File: src/rtl/lsu_arb_if.sv
// Requester/LSU bundle for the two-port LSU arbiter.
// Latency: n/a (signal container only).
// Backpressure: requesters hold req/command until gnt; LSU side has no stall.
interface lsu_arb_if;
  logic        i_m0_req;
  logic        i_m0_wren;
  logic [2:0]  i_m0_type;
  logic [31:0] i_m0_addr;
  logic [31:0] i_m0_wdata;
  logic        o_m0_gnt;
  logic        o_m0_rvalid;
  logic [31:0] o_m0_rdata;
  logic        o_m0_err;

  logic        i_m1_req;
  logic        i_m1_wren;
  logic [2:0]  i_m1_type;
  logic [31:0] i_m1_addr;
  logic [31:0] i_m1_wdata;
  logic        o_m1_gnt;
  logic        o_m1_rvalid;
  logic [31:0] o_m1_rdata;
  logic        o_m1_err;

  logic [2:0]  o_lsu_type_access;
  logic [31:0] o_lsu_addr;
  logic [31:0] o_lsu_st_data;
  logic        o_lsu_wren;
  logic [31:0] i_lsu_ld_data;
  logic        o_busy;

  // Arbiter view.
  modport slave (
    input  i_m0_req, i_m0_wren, i_m0_type, i_m0_addr, i_m0_wdata,
    output o_m0_gnt, o_m0_rvalid, o_m0_rdata, o_m0_err,
    input  i_m1_req, i_m1_wren, i_m1_type, i_m1_addr, i_m1_wdata,
    output o_m1_gnt, o_m1_rvalid, o_m1_rdata, o_m1_err,
    output o_lsu_type_access, o_lsu_addr, o_lsu_st_data, o_lsu_wren,
    input  i_lsu_ld_data,
    output o_busy
  );

  // Requester/LSU view.
  modport master (
    output i_m0_req, i_m0_wren, i_m0_type, i_m0_addr, i_m0_wdata,
    input  o_m0_gnt, o_m0_rvalid, o_m0_rdata, o_m0_err,
    output i_m1_req, i_m1_wren, i_m1_type, i_m1_addr, i_m1_wdata,
    input  o_m1_gnt, o_m1_rvalid, o_m1_rdata, o_m1_err,
    input  o_lsu_type_access, o_lsu_addr, o_lsu_st_data, o_lsu_wren,
    output i_lsu_ld_data,
    input  o_busy
  );
endinterface

File: src/rtl/lsu_arb.sv
// Two-requester arbiter in front of a single-cycle LSU (round-robin or fixed priority).
// Latency: gnt at t, LSU access at t+1, rvalid/rdata at t+2; next gnt at t+3 earliest.
// Backpressure: gnt only in IDLE; requesters hold req and command until gnt.
module lsu_arb #(
  parameter bit P_RR = 1'b1
) (
  input  logic      i_clk,
  input  logic      i_reset,
  lsu_arb_if.slave  bus
);

  typedef enum logic [1:0] {IDLE, ISSUE, DATA} state_t;

  state_t      state_q;
  logic        ptr_q;          // index of the requester granted last
  logic        cap_wren_q;
  logic        cap_err_q;
  logic        cap_idx_q;
  logic [2:0]  cap_type_q;
  logic [31:0] cap_addr_q;
  logic [31:0] cap_wdata_q;
  logic        wren_q;
  logic        rvalid0_q;
  logic        rvalid1_q;
  logic        busy_q;

  logic        any_req;
  logic        can_gnt;
  logic        win_d;
  logic        sel_wren_d;
  logic [2:0]  sel_type_d;
  logic [31:0] sel_addr_d;
  logic [31:0] sel_wdata_d;
  logic        sel_err_d;
  logic        rv0;
  logic        rv1;
  logic        ld_ok;

  // Alignment/legality of an access type against the low address bits.
  function automatic logic f_misaligned(input logic [2:0] t, input logic [1:0] a);
    logic bad;
    bad = 1'b0;
    case (t)
      3'b000, 3'b100: bad = 1'b0;
      3'b001, 3'b101: bad = a[0];
      3'b010:         bad = (a != 2'b00);
      default:        bad = 1'b1;
    endcase
    return bad;
  endfunction

  assign any_req = bus.i_m0_req | bus.i_m1_req;
  assign can_gnt = (state_q == IDLE) && !i_reset;

  // Winner selection: lone requester wins; on a tie use pointer (RR) or m0 (fixed).
  always_comb begin
    win_d = 1'b0;
    if (bus.i_m0_req && bus.i_m1_req) begin
      win_d = P_RR ? ~ptr_q : 1'b0;
    end else begin
      win_d = ~bus.i_m0_req;
    end
  end

  // Mux the winning requester's command toward the capture registers.
  always_comb begin
    sel_wren_d  = win_d ? bus.i_m1_wren  : bus.i_m0_wren;
    sel_type_d  = win_d ? bus.i_m1_type  : bus.i_m0_type;
    sel_addr_d  = win_d ? bus.i_m1_addr  : bus.i_m0_addr;
    sel_wdata_d = win_d ? bus.i_m1_wdata : bus.i_m0_wdata;
    sel_err_d   = f_misaligned(sel_type_d, sel_addr_d[1:0]);
  end

  // FSM: capture on grant, drive LSU for one cycle, return completion the cycle after.
  always_ff @(posedge i_clk) begin
    if (i_reset) begin
      state_q     <= IDLE;
      ptr_q       <= 1'b1;
      cap_wren_q  <= 1'b0;
      cap_err_q   <= 1'b0;
      cap_idx_q   <= 1'b0;
      cap_type_q  <= 3'b000;
      cap_addr_q  <= 32'h0;
      cap_wdata_q <= 32'h0;
      wren_q      <= 1'b0;
      rvalid0_q   <= 1'b0;
      rvalid1_q   <= 1'b0;
      busy_q      <= 1'b0;
    end else begin
      case (state_q)
        IDLE: begin
          if (any_req) begin
            state_q     <= ISSUE;
            ptr_q       <= win_d;
            cap_wren_q  <= sel_wren_d;
            cap_err_q   <= sel_err_d;
            cap_idx_q   <= win_d;
            cap_type_q  <= sel_type_d;
            cap_addr_q  <= sel_addr_d;
            cap_wdata_q <= sel_wdata_d;
            // A misaligned store never writes the LSU.
            wren_q      <= sel_wren_d & ~sel_err_d;
            busy_q      <= 1'b1;
          end
        end
        ISSUE: begin
          state_q   <= DATA;
          wren_q    <= 1'b0;
          rvalid0_q <= ~cap_idx_q;
          rvalid1_q <= cap_idx_q;
        end
        DATA: begin
          state_q   <= IDLE;
          rvalid0_q <= 1'b0;
          rvalid1_q <= 1'b0;
          busy_q    <= 1'b0;
        end
        default: state_q <= IDLE;
      endcase
    end
  end

  // Outputs are forced low while reset is asserted, before the first reset edge too.
  assign rv0   = rvalid0_q & ~i_reset;
  assign rv1   = rvalid1_q & ~i_reset;
  assign ld_ok = ~cap_wren_q & ~cap_err_q;

  assign bus.o_m0_gnt    = can_gnt & any_req & ~win_d;
  assign bus.o_m1_gnt    = can_gnt & any_req & win_d;
  assign bus.o_m0_rvalid = rv0;
  assign bus.o_m1_rvalid = rv1;
  assign bus.o_m0_err    = rv0 & cap_err_q;
  assign bus.o_m1_err    = rv1 & cap_err_q;
  assign bus.o_m0_rdata  = (rv0 && ld_ok) ? bus.i_lsu_ld_data : 32'h0;
  assign bus.o_m1_rdata  = (rv1 && ld_ok) ? bus.i_lsu_ld_data : 32'h0;

  assign bus.o_lsu_type_access = i_reset ? 3'b000 : cap_type_q;
  assign bus.o_lsu_addr        = i_reset ? 32'h0  : cap_addr_q;
  assign bus.o_lsu_st_data     = i_reset ? 32'h0  : cap_wdata_q;
  assign bus.o_lsu_wren        = wren_q & ~i_reset;
  assign bus.o_busy            = busy_q & ~i_reset;

endmodule

File: src/flat_wrapper.sv
// flat-port wrapper written by rule: the top's interface ports become plain ports
module lsu_arb_flat 
#(
  parameter bit P_RR = 1'b1
)
  (i_clk, i_reset, bus_i_m0_req, bus_i_m0_wren, bus_i_m0_type, bus_i_m0_addr, bus_i_m0_wdata, bus_o_m0_gnt, bus_o_m0_rvalid, bus_o_m0_rdata, bus_o_m0_err, bus_i_m1_req, bus_i_m1_wren, bus_i_m1_type, bus_i_m1_addr, bus_i_m1_wdata, bus_o_m1_gnt, bus_o_m1_rvalid, bus_o_m1_rdata, bus_o_m1_err, bus_o_lsu_type_access, bus_o_lsu_addr, bus_o_lsu_st_data, bus_o_lsu_wren, bus_i_lsu_ld_data, bus_o_busy);
  lsu_arb_if bus_i ();
  input  logic i_clk;
  input  logic i_reset;
  input wire logic [$bits(bus_i.i_m0_req)-1:0] bus_i_m0_req;
  input wire logic [$bits(bus_i.i_m0_wren)-1:0] bus_i_m0_wren;
  input wire logic [$bits(bus_i.i_m0_type)-1:0] bus_i_m0_type;
  input wire logic [$bits(bus_i.i_m0_addr)-1:0] bus_i_m0_addr;
  input wire logic [$bits(bus_i.i_m0_wdata)-1:0] bus_i_m0_wdata;
  output wire logic [$bits(bus_i.o_m0_gnt)-1:0] bus_o_m0_gnt;
  output wire logic [$bits(bus_i.o_m0_rvalid)-1:0] bus_o_m0_rvalid;
  output wire logic [$bits(bus_i.o_m0_rdata)-1:0] bus_o_m0_rdata;
  output wire logic [$bits(bus_i.o_m0_err)-1:0] bus_o_m0_err;
  input wire logic [$bits(bus_i.i_m1_req)-1:0] bus_i_m1_req;
  input wire logic [$bits(bus_i.i_m1_wren)-1:0] bus_i_m1_wren;
  input wire logic [$bits(bus_i.i_m1_type)-1:0] bus_i_m1_type;
  input wire logic [$bits(bus_i.i_m1_addr)-1:0] bus_i_m1_addr;
  input wire logic [$bits(bus_i.i_m1_wdata)-1:0] bus_i_m1_wdata;
  output wire logic [$bits(bus_i.o_m1_gnt)-1:0] bus_o_m1_gnt;
  output wire logic [$bits(bus_i.o_m1_rvalid)-1:0] bus_o_m1_rvalid;
  output wire logic [$bits(bus_i.o_m1_rdata)-1:0] bus_o_m1_rdata;
  output wire logic [$bits(bus_i.o_m1_err)-1:0] bus_o_m1_err;
  output wire logic [$bits(bus_i.o_lsu_type_access)-1:0] bus_o_lsu_type_access;
  output wire logic [$bits(bus_i.o_lsu_addr)-1:0] bus_o_lsu_addr;
  output wire logic [$bits(bus_i.o_lsu_st_data)-1:0] bus_o_lsu_st_data;
  output wire logic [$bits(bus_i.o_lsu_wren)-1:0] bus_o_lsu_wren;
  input wire logic [$bits(bus_i.i_lsu_ld_data)-1:0] bus_i_lsu_ld_data;
  output wire logic [$bits(bus_i.o_busy)-1:0] bus_o_busy;
  assign bus_i.i_m0_req = bus_i_m0_req;
  assign bus_i.i_m0_wren = bus_i_m0_wren;
  assign bus_i.i_m0_type = bus_i_m0_type;
  assign bus_i.i_m0_addr = bus_i_m0_addr;
  assign bus_i.i_m0_wdata = bus_i_m0_wdata;
  assign bus_o_m0_gnt = bus_i.o_m0_gnt;
  assign bus_o_m0_rvalid = bus_i.o_m0_rvalid;
  assign bus_o_m0_rdata = bus_i.o_m0_rdata;
  assign bus_o_m0_err = bus_i.o_m0_err;
  assign bus_i.i_m1_req = bus_i_m1_req;
  assign bus_i.i_m1_wren = bus_i_m1_wren;
  assign bus_i.i_m1_type = bus_i_m1_type;
  assign bus_i.i_m1_addr = bus_i_m1_addr;
  assign bus_i.i_m1_wdata = bus_i_m1_wdata;
  assign bus_o_m1_gnt = bus_i.o_m1_gnt;
  assign bus_o_m1_rvalid = bus_i.o_m1_rvalid;
  assign bus_o_m1_rdata = bus_i.o_m1_rdata;
  assign bus_o_m1_err = bus_i.o_m1_err;
  assign bus_o_lsu_type_access = bus_i.o_lsu_type_access;
  assign bus_o_lsu_addr = bus_i.o_lsu_addr;
  assign bus_o_lsu_st_data = bus_i.o_lsu_st_data;
  assign bus_o_lsu_wren = bus_i.o_lsu_wren;
  assign bus_i.i_lsu_ld_data = bus_i_lsu_ld_data;
  assign bus_o_busy = bus_i.o_busy;
  lsu_arb #(.P_RR(P_RR)) u_core (.i_clk(i_clk), .i_reset(i_reset), .bus(bus_i));
endmodule
File: config.mk
export PLATFORM = sky130hd
export DESIGN_NAME = lsu_arb_flat
export DESIGN_NICKNAME = d
export VERILOG_FILES = /design/src/rtl/lsu_arb_if.sv /design/src/rtl/lsu_arb.sv /design/src/flat_wrapper.sv
export SDC_FILE = /design/constraint.sdc
export NUM_CORES = 1
export LEC_CHECK = 0
export CAP_MARGIN = 25
export CELL_PAD_IN_SITES_DETAIL_PLACEMENT = 1
export CELL_PAD_IN_SITES_GLOBAL_PLACEMENT = 1
export CORE_ASPECT_RATIO = 1.25
export CORE_MARGIN = 2
export CORE_UTILIZATION = 25
export DETAILED_ROUTE_END_ITERATION = 12
export PLACE_DENSITY_LB_ADDON = 0.1
export SLEW_MARGIN = 20
export SYNTH_ARGS = -nofsm -noshare
export SYNTH_HDL_FRONTEND = slang
export SYNTH_SLANG_ARGS = --single-unit
export TNS_END_PERCENT = 50
File: constraint.sdc
create_clock -name i_clk -period 5.7 [get_ports i_clk]
set_clock_uncertainty 0.2 [all_clocks]
set_input_delay 0.57 -clock i_clk [delete_from_list [all_inputs] [get_ports i_clk]]
set_output_delay 0.57 -clock i_clk [all_outputs]
set_load 0.01 [all_outputs]
==> qor.yml <==
status: "completed"
io_pins: 311
coreArea_sq_um: 16300
p_per_area_nw_per_um2: 220
initial_core_util: 0.256
met2_usage: 0.347
regToRegSetupSlack_ns: 3.49
cts.sinks: 77
insertion_delay_ns: 0.33
row_count: 52
crit_path_max_fanout: 47
ctsLongestPathBuffers: 2
p_leak_uw: 0.00294
hold_viol: 0
die_h_um: 148
drt-total-wl_um: 16600
dieWidth_um: 119
crit_end: "bus_o_m1_gnt"
maxSlewViolCount: 0
yosysWarnings: 0
cts_tree: "done"
ir_worst_vdd_mv: 0.152
r2r-start: "u_core.ptr_q"
final_nets: 928
cp-start-kind: "input port"
synth-xor-area-share: 0
grt_max_degree: 101
min_period_over_period: 0.612
reg2regPathDepth: 6
post_cts_resized: 0
busiest_layer: "met2"
synth_top_family_by_area: "simple AND/OR/NAND/NOR gates"
via_count: 4484
synth-compound-area-share: 0.174
critical_path.startpoint: "bus_i_m1_req"
synth_area_per_cell_sq_um: 8.95
yosysMostFrequentCell: "and2_1"
ys_ff_latch: 77
syn_area_sq_um: 4160
routabilityCongestion: 0.727
post_cts_buffers: 0
relSlewSlack: 0.476
rsz0062_at_grt: "false"
use_met1: 0.197
numCtsBuffers: 9
antenna_found_initial: 1
cp_num_cells: 5
utilization: 0.473
crit_buf_inv: 2
async_reset_ff_frac: 0
detailed_place_hpwl_um: 12800
wl_per_cell_um: 17.0
total_power_uw: 1690
ys.flop_type: "dfxtp_1"
synth_edf_count: 0
first_pass_iters: 4
setup_violations: 0
fin_crit_ns: 3.49
path_common_cell: "clkdlybuf4s50_1"
endpoint_kind: "primary output"
n_fill_cell: 1876
maxCapViolCount: 0
syn2layout_area_growth_pct: 84.8
track_usage: 0.182
synth_area_leaders: "dfxtp_1 37%, and2_1 17%, a221o_1 11%"
ant_nets: 0
cp_cell_sequence: "clkdlybuf4s50_1 > nor2b_4 > nand2b_1 > and2_4 > clkdlybuf4s50_1"
cts_root_buf: "clkbuf_16"
drive_above_1_share: 0.0422
synth_cells: 465
die-area_sq_um: 17700
post-route-drc-count: 0
drt_iter0_markers: 106
syn-num-nets: 640
antenna_cells: 0
worst_slew_pin_slew_ns: 0.782
slowest_stage: "clkdlybuf4s50_1"
path_clk_slew_ns: 0.06
hold_class: "reg -> reg"
synth_common_cells: "111 x and2_1, 77 x dfxtp_1, 72 x nor2b_1"
worstPathRequired_ns: 4.93
htree_levels: 3
r2r_end: "u_core.cap_addr_q[30]"
grt_pass1_wl_um: 25700
portBuffers: 310
muxShareOfSynthArea: 0.0433
fmax_mhz: 287
setup.worst_path.class: "in -> out"
max_stage_delay_ns: 0.65
synth_top_cell_by_area: "dfxtp_1"
synth_simple_gate_area_frac: 0.344
grtUsageMet3: 0.0556
cts.hold.buffers_added: 0
viasPerCell: 4.60
post-place-ws_ns: 2.20
synth_top_area_frac: 0.370
grt_pass1_vias: 4748
fin_ws_ns: 2.21
cp_top_family: "buffers and inverters"
yosysUniqueCellTypes: 37
crit_arrival_ns: 2.72
grt-ovfl-total: 0
setup-tns-final_ns: 0
synth_fa_ha_area_frac: 0.00902
ys_seq_area_frac: 0.370
area by class of cell:
| type | count | area [sq um] | area share |
|---|---|---|---|
| Clock buffer | 10 | 229 | 0.0298 |
| Clock inverter | 6 | 63.8 | 0.00830 |
| Inverter | 4 | 15.0 | 0.00195 |
| Multi-Input combinational cell | 343 | 2400 | 0.312 |
| Sequential cell | 77 | 1540 | 0.200 |
| Tap cell | 216 | 270 | 0.0351 |
| Timing Repair Buffer | 318 | 3170 | 0.413 |
routing by layer:
metal  vias up  part of all wire
met1      2092              0.38
met4         2             0.010
met2       186              0.53
met5         -           0.00072
met3        12             0.081
li1       2192                 -
how the worst min path moves through the flow:
stage,cells past startpoint,start,end
6_report,2,u_core.rvalid1_q,u_core.rvalid1_q
5_1_grt,2,u_core.rvalid1_q,u_core.rvalid1_q
4_1_cts,2,u_core.rvalid1_q,u_core.rvalid1_q
3_5_place_dp,2,u_core.rvalid1_q,u_core.rvalid1_q
3_3_place_gp,2,u_core.rvalid1_q,u_core.rvalid1_q
2_1_floorplan,2,u_core.rvalid1_q,u_core.rvalid1_q
power by group:
| group | internal, uW | total [uW] | switching (uW) |
|---|---|---|---|
| clock | 338 | 564 | 226 |
| sequential | 607 | 628 | 21.2 |
| combinational | 295 | 501 | 207 |
worst register-to-register path, delay by kind of cell, from the launching register on:
family          cells  cell delay (ns)
flops               1             0.33
simple gates        3             0.42
buf+inv             2             0.67
compound gates      1             0.46
cells in the final DEF (no fill, tap or decap), drive strengths merged, types with 6 or more instances in the layout:
master         count
clkdlybuf4s50    309
and2             113
dfxtp             77
nor2b             73
a221o             46
nor2              31
mux2i             18
a211oi            17
clkbuf            10
buf                9
nand3b             6
o21ai              6
logic make-up (layout without fill, tap and decap cells):
| family | count (synthesis) | count (layout) |
|---|---|---|
| AOI/OAI and AO/OA | 83 | 83 |
| adders and majority gates | 3 | 3 |
| buffers and inverters | 45 | 338 |
| DFF | 77 | 77 |
| muxes | 18 | 18 |
| and+or+nand+nor | 239 | 239 |
per-stage QoR:
| step | instances | hold slack (ns) | area [sq um] |
|---|---|---|---|
| after floorplan | 465 | 0.241 | 4160 |
| after global placement | 957 | 0.255 | 7380 |
| after detailed placement | 957 | 0.268 | 7380 |
| after CTS | 973 | 0.276 | 7670 |
| after global routing | 974 | 0.310 | 7690 |
| final | 974 | 0.275 | 7690 |
registers in the layout, indices dropped and copies added (netlist names):
name,cells
u_core.busy_q,1
u_core.cap_idx_q,1
u_core.wren_q,1
u_core.ptr_q,1
u_core.cap_addr_q,32
u_core.rvalid1_q,1
u_core.cap_wren_q,1
u_core.cap_type_q,3
u_core.cap_wdata_q,32
u_core.cap_err_q,1
u_core.state_q,2
u_core.rvalid0_q,1
Note: power is estimated with default switching activity, not from simulation.
